### config.mk
export PLATFORM = sky130hd
export DESIGN_NAME = axis_ascon_aead128_tag_gate
export DESIGN_NICKNAME = d
export VERILOG_FILES = /design/src/rtl/axis_ascon_aead128_tag_gate.sv
export SDC_FILE = /design/constraint.sdc
export NUM_CORES = 2
export LEC_CHECK = 0
export BUFFER_PORTS_ARGS = -buffer_cell sky130_fd_sc_hd__buf_2
export CAP_MARGIN = 20
export CORE_MARGIN = 5
export CORE_UTILIZATION = 55
export DETAILED_ROUTE_END_ITERATION = 10
export PLACE_DENSITY = 0.84
export RECOVER_POWER = 50
export SYNTH_ARGS = -nofsm -noshare
export SYNTH_HDL_FRONTEND = slang
export SYNTH_SLANG_ARGS = --single-unit
export TNS_END_PERCENT = 10
### constraint.sdc
create_clock -name clk -period 38.9 [get_ports clk]
set_input_delay 7.78 -clock clk [delete_from_list [all_inputs] [get_ports clk]]
set_output_delay 7.78 -clock clk [all_outputs]
set_load 0.01 [all_outputs]
### src/rtl/axis_ascon_aead128_tag_gate.sv
// Holds Ascon-AEAD128 decrypted plaintext until the tag verdict arrives; releases authentic
// messages, discards the rest, and emits one status word per message. Optional: ASCON_TAG_GATE_STATS_EN.
module axis_ascon_aead128_tag_gate #(
  parameter int depth_aw     = 4,
  parameter bit keep_support = 1'b1
) (
  input  logic         clk,
  input  logic         resetn,
  input  logic         s_tvalid,
  output logic         s_tready,
  input  logic         s_tlast,
  input  logic [127:0] s_tdata,
  input  logic [15:0]  s_tkeep,
  input  logic         s_tag_tvalid,
  output logic         s_tag_tready,
  input  logic [127:0] s_tag_tdata,
  output logic         m_tvalid,
  input  logic         m_tready,
  output logic         m_tlast,
  output logic [127:0] m_tdata,
  output logic [15:0]  m_tkeep,
  output logic         m_status_tvalid,
  input  logic         m_status_tready,
  output logic [1:0]   m_status_tdata
`ifdef ASCON_TAG_GATE_STATS_EN
  ,
  output logic [15:0]  pass_count,
  output logic [15:0]  fail_count
`endif
);

  localparam int DEPTH = 2 ** depth_aw;
  localparam logic [depth_aw:0] PTR_ONE = 1;

  typedef enum logic [2:0] {COLLECT, WAIT_TAG, RELEASE, DISCARD, STATUS} state_e;

  state_e              state_q, state_d;
  logic [depth_aw:0]   wr_ptr_q, wr_ptr_d, rd_ptr_q, rd_ptr_d;
  logic                ovf_q, ovf_d;
  logic                active_q, active_d;
  logic [1:0]          status_q, status_d;
  logic [127:0]        data_mem_q [DEPTH];
  logic                last_mem_q [DEPTH];
  logic [depth_aw-1:0] wr_idx, rd_idx;
  logic                empty, full, wr_en, tag_zero;

  assign wr_idx   = wr_ptr_q[depth_aw-1:0];
  assign rd_idx   = rd_ptr_q[depth_aw-1:0];
  assign empty    = (wr_ptr_q == rd_ptr_q);
  assign full     = (wr_ptr_q[depth_aw] != rd_ptr_q[depth_aw]) && (wr_idx == rd_idx);
  assign tag_zero = (s_tag_tdata == '0);

  always_comb begin
    state_d         = state_q;
    wr_ptr_d        = wr_ptr_q;
    rd_ptr_d        = rd_ptr_q;
    ovf_d           = ovf_q;
    status_d        = status_q;
    active_d        = 1'b1;
    wr_en           = 1'b0;
    s_tready        = 1'b0;
    s_tag_tready    = 1'b0;
    m_tvalid        = 1'b0;
    m_status_tvalid = 1'b0;
    case (state_q)
      COLLECT: if (active_q) begin
        s_tready = 1'b1;
        // An empty buffer with no pending beat means the tag closes an empty message.
        s_tag_tready = s_tag_tvalid && empty && !s_tvalid;
        if (s_tvalid) begin
          if (!full) begin
            wr_en    = 1'b1;
            wr_ptr_d = wr_ptr_q + PTR_ONE;
          end else begin
            ovf_d = 1'b1;
          end
          if (s_tlast) state_d = WAIT_TAG;
        end else if (s_tag_tvalid && empty) begin
          status_d = {1'b0, tag_zero};
          state_d  = STATUS;
        end
      end
      WAIT_TAG: begin
        s_tag_tready = 1'b1;
        if (s_tag_tvalid) begin
          status_d = {ovf_q, tag_zero && !ovf_q};
          state_d  = (tag_zero && !ovf_q) ? RELEASE : DISCARD;
        end
      end
      RELEASE: begin
        m_tvalid = !empty;
        if (m_tvalid && m_tready) begin
          rd_ptr_d = rd_ptr_q + PTR_ONE;
          if (last_mem_q[rd_idx]) state_d = STATUS;
        end
      end
      DISCARD: begin
        rd_ptr_d = wr_ptr_q;
        state_d  = STATUS;
      end
      STATUS: begin
        m_status_tvalid = 1'b1;
        if (m_status_tready) begin
          ovf_d   = 1'b0;
          state_d = COLLECT;
        end
      end
      default: state_d = COLLECT;
    endcase
  end

  always_ff @(posedge clk) begin
    if (!resetn) begin
      state_q  <= COLLECT;
      wr_ptr_q <= '0;
      rd_ptr_q <= '0;
      ovf_q    <= 1'b0;
      status_q <= 2'b00;
      active_q <= 1'b0;
    end else begin
      state_q  <= state_d;
      wr_ptr_q <= wr_ptr_d;
      rd_ptr_q <= rd_ptr_d;
      ovf_q    <= ovf_d;
      status_q <= status_d;
      active_q <= active_d;
    end
  end

  // Buffer storage carries no reset; pointers alone define its contents.
  always_ff @(posedge clk) begin
    if (wr_en) begin
      data_mem_q[wr_idx] <= s_tdata;
      last_mem_q[wr_idx] <= s_tlast;
    end
  end

  assign m_tdata        = data_mem_q[rd_idx];
  assign m_tlast        = last_mem_q[rd_idx];
  assign m_status_tdata = status_q;

  generate
    if (keep_support) begin : g_keep
      logic [15:0] keep_mem_q [DEPTH];
      always_ff @(posedge clk) begin
        if (wr_en) keep_mem_q[wr_idx] <= s_tkeep;
      end
      assign m_tkeep = keep_mem_q[rd_idx];
    end else begin : g_no_keep
      logic unused_keep;
      assign unused_keep = ^s_tkeep;
      assign m_tkeep     = 16'hFFFF;
    end
  endgenerate

`ifdef ASCON_TAG_GATE_STATS_EN
  logic [15:0] pass_q, pass_d, fail_q, fail_d;

  always_comb begin
    pass_d = pass_q;
    fail_d = fail_q;
    if (m_status_tvalid && m_status_tready) begin
      if (status_q[0]) begin
        if (pass_q != 16'hFFFF) pass_d = pass_q + 16'd1;
      end else if (fail_q != 16'hFFFF) begin
        fail_d = fail_q + 16'd1;
      end
    end
  end

  always_ff @(posedge clk) begin
    if (!resetn) begin
      pass_q <= '0;
      fail_q <= '0;
    end else begin
      pass_q <= pass_d;
      fail_q <= fail_d;
    end
  end

  assign pass_count = pass_q;
  assign fail_count = fail_q;
`endif

endmodule

==> flow_metrics.env <==
export IMPL_status="complete, but fails checks"
export IMPL_violations="capacitance limit, slew limit"
export IMPL_p_leak_nw=30.21
export IMPL_fin_area_mm2=0.1002
export IMPL_fp_coreArea_mm2=0.1604
export IMPL_first_pass_iters=5
export IMPL_cts_setup_buffers=0
export IMPL_crit_path_top_delay_cell="nor3b_1"
export IMPL_hold_viol_final=0
export IMPL_route_top_layer_used="met5"
export IMPL_die_area_mm2=0.1692
export IMPL_combPwrFrac_pct=2.3
export IMPL_wl_met2_um=114000
export IMPL_crit_path_max_fanout=5
export IMPL_final_cell_mix="edfxtp_1, mux4_2, buf_2"
export IMPL_slew_headroom_pct=-85.07
export IMPL_rr_worst_depth=7
export IMPL_die_y_um=411.3
export IMPL_timing_hold_ws_ps=516.3
export IMPL_cts_buffers=217
export IMPL_cts_hold_buf=0
export IMPL_via_per_inst=6.514
export IMPL_cts_clk_slew_worst_paths_ps=60
export IMPL_grt_pass1_vias=43704
export IMPL_globalRouteTotalUtil_pct=26.06
export IMPL_gp_congestion=0.7642
export IMPL_criticalPathCategory="input port to output port"
export IMPL_endpoint="s_tag_tready"
export IMPL_grt_max_degree=134
export IMPL_p_per_area_mw_per_mm2=49.88
export IMPL_setup_viol=0
export IMPL_cp_depth=5
export IMPL_grt_ovfl_total=0
export IMPL_arrival_ps=8640
export IMPL_synth_seq_area_share_pct=79.13
export IMPL_syn_area_per_cell_um2=25.31
export IMPL_holdPathStages=2
export IMPL_insertion_delay_ps=840
export IMPL_tightestPinTransition_ps=2776
export IMPL_pre_cts_slack_ps=22470
export IMPL_p_int_mw=3.982
export IMPL_drive_gt1_share_pct=32.69
export IMPL_cp_slowest_stage_delay_ps=280
export IMPL_post_route_period_util_pct=42.20
export IMPL_min_period_ps=16420
export IMPL_portBuffers=429
export IMPL_antenna_found_initial=43
export IMPL_start_util_pct=55.22
export IMPL_path_cells="clkbuf_1 > nor3b_1 > nand3_1 > nand2b_1 > buf_2"
export IMPL_cts_root_buf="clkbuf_16"
export IMPL_rsz0062_at_grt="no"
export IMPL_cts_sinks=2341
export IMPL_synth_cell_type_count=48
export IMPL_synth_warnings=0
export IMPL_fin_setup_tns_ps=0
export IMPL_r2r_start="wr_ptr_q[2]$_SDFFE_PN0P_"
export IMPL_critPathCaptureType="output port"
export IMPL_postPlaceCellArea_mm2=0.09332
export IMPL_die_x_um=411.3
export IMPL_p_switching_mw=1.016
export IMPL_async_flop_share_pct=0
export IMPL_required_ps=31120
export IMPL_min_path_type="flip-flop to flip-flop"
export IMPL_p_clk_share_pct=41.8
export IMPL_area_growth_syn_to_layout_pct=13.12
export IMPL_met1Wirelength_um=76360
export IMPL_startpoint="s_tag_tvalid"
export IMPL_cp_start_kind="input port"
export IMPL_final_nets=4335
export IMPL_post_drt_wl_per_cell_um=34.07
export IMPL_vias=41939
export IMPL_max_freq_mhz=60.91
export IMPL_wl_um=219300
export IMPL_synth_fp_nets=3784
export IMPL_drt_initial_drc_count=6043
export IMPL_synth_edf_count=2320
export IMPL_grt_first_pass_wirelength_um=314100
export IMPL_maxSlewViolCount=73
export IMPL_drv_cap=3
export IMPL_cts_tree="yes"
export IMPL_synth_ff_type="edfxtp_1"
export IMPL_synth_seq_cells=2341
export IMPL_cp_top_family="simple AND/OR/NAND/NOR gates"
export IMPL_mostFrequentLayoutCell="edfxtp_1"
export IMPL_power_frac_seq_pct=55.9
export IMPL_finalClockSkew_ps=35.86
export IMPL_row_count=147
export IMPL_clockBufferDepth=3
export IMPL_swShare_pct=20.32
export IMPL_ir_drop_v=0.00006808
export IMPL_dp_hpwl_um=106200
export IMPL_timing_critical_path_buf_inv=2
export IMPL_drc=0
export IMPL_postRouteAntennaNets=0
export IMPL_ff2ff_setup_slack_ps=33050
export IMPL_reg2reg_to="data_mem_q[11][61]$_DFFE_PP_"
export IMPL_io_pins=430
export IMPL_synth_cells=3500
export IMPL_netlist_area_mm2=0.08857
export IMPL_worst_slack_ps=22480
export IMPL_cts_max_level=4
export IMPL_ctsResizeCount=0
export IMPL_dr_wl_met3_um=21440
-- worst reg2reg max path: cells and delay by family, from the launching register on --
| kind | cells | cell delay, ps |
|---|---|---|
| DFF | 1 | 640 |
| buffers and inverters | 3 | 3760 |
| and+or+nand+nor | 2 | 260 |
| xor gates and xnor gates | 1 | 310 |
| AOI/OAI and AO/OA | 1 | 450 |
-- cell type report --
class / count / area (µm²)
Antenna cell: 38 / 95.09
Clock buffer: 269 / 5689
Tap cell: 2160 / 2703
Inverter: 7 / 26.28
Timing Repair Buffer: 509 / 2680
Clock inverter: 139 / 1271
Multi-Input combinational cell: 975 / 17630
Sequential cell: 2341 / 70100
Fill cell: 10163 / 60190
-- sequential cells by signal, indices dropped and copies added, names as in the netlist, named ones only --
signal and cells:
last_mem_q 16, wr_ptr_q 5, m_status_tdata 2, g_keep.keep_mem_q 256
state_q 3, ovf_q 1, rd_ptr_q 5, active_q 1
data_mem_q 2048
-- worst min path at each step --
stage,start,endpoint,slack [ps]
4_1_cts,m_status_tdata[1]$_SDFFE_PN0P_,m_status_tdata[1]$_SDFFE_PN0P_,520
5_1_grt,m_status_tdata[0]$_SDFFE_PN0P_,m_status_tdata[0]$_SDFFE_PN0P_,560
3_5_place_dp,m_status_tdata[1]$_SDFFE_PN0P_,m_status_tdata[1]$_SDFFE_PN0P_,510
3_3_place_gp,m_status_tdata[1]$_SDFFE_PN0P_,m_status_tdata[1]$_SDFFE_PN0P_,490
2_1_floorplan,m_status_tdata[0]$_SDFFE_PN0P_,m_status_tdata[0]$_SDFFE_PN0P_,480
6_report,m_status_tdata[1]$_SDFFE_PN0P_,m_status_tdata[1]$_SDFFE_PN0P_,520
-- power by group through the flow --
stage / sequential, mW / combinational [mW] / clock (mW)
4_1_cts: 2.79 / 0.117 / 2.12
3_3_place_gp: 2.85 / 0.109 / 0
2_1_floorplan: 2.85 / 0.0409 / 0
5_1_grt: 2.79 / 0.122 / 2.24
6_report: 2.80 / 0.114 / 2.09
3_5_place_dp: 2.85 / 0.114 / 0
-- through the flow --
stage	cells	utilization [%]	power (mW)
global placement	5990	58.18	2.955
global route	6416	62.44	5.152
finish	6438	62.47	4.998
detailed placement	5990	58.18	2.962
floorplan	3500	-	2.894
CTS	6398	62.52	5.027
-- routing by layer --
| layer | track usage, % | vias to the layer above |
|---|---|---|
| met4 | 9.045 | 14 |
| met1 | 34.41 | 22375 |
| met2 | 43.93 | 2703 |
| met5 | 0 | - |
| li1 | - | 16451 |
| met3 | 5.355 | 396 |
-- cells by family after synthesis --
| logic type | synth area share (%) |
|---|---|
| adder cells (fa/ha/maj) | 0.07063 |
| multiplexers | 18.11 |
| AND/OR/NAND/NOR | 0.9069 |
| flip-flops | 79.13 |
| AO/OA/AOI/OAI | 0.6357 |
| buffers and inverters | 1.047 |
| XOR/XNOR | 0.09889 |
-- synth_stat cells (3+ instances only) --
library cell | instances | area [µm²]
edfxtp_1 | 2320 | 69670
mux4_2 | 697 | 15700
clkbuf_1 | 74 | 277.8
buf_2 | 66 | 330.3
nor4_1 | 34 | 212.7
a21oi_1 | 32 | 160.2
mux2i_1 | 32 | 320.3
a211oi_1 | 28 | 210.2
nor2_1 | 28 | 105.1
nor2b_1 | 28 | 175.2
dfxtp_1 | 21 | 420.4
buf_6 | 17 | 191.4
nand2_1 | 16 | 60.06
buf_1 | 13 | 48.80
nand4_1 | 8 | 50.05
buf_4 | 7 | 52.55
nor3_1 | 7 | 35.03
o21ai_0 | 7 | 35.03
xor2_1 | 7 | 61.31
inv_1 | 6 | 22.52
nand3_1 | 6 | 30.03
ha_1 | 5 | 62.56
a31oi_1 | 3 | 18.77
and2_1 | 3 | 18.77
nor3b_1 | 3 | 22.52
or3_1 | 3 | 18.77
xnor2_1 | 3 | 26.28
(Power assumes the default switching activity.)
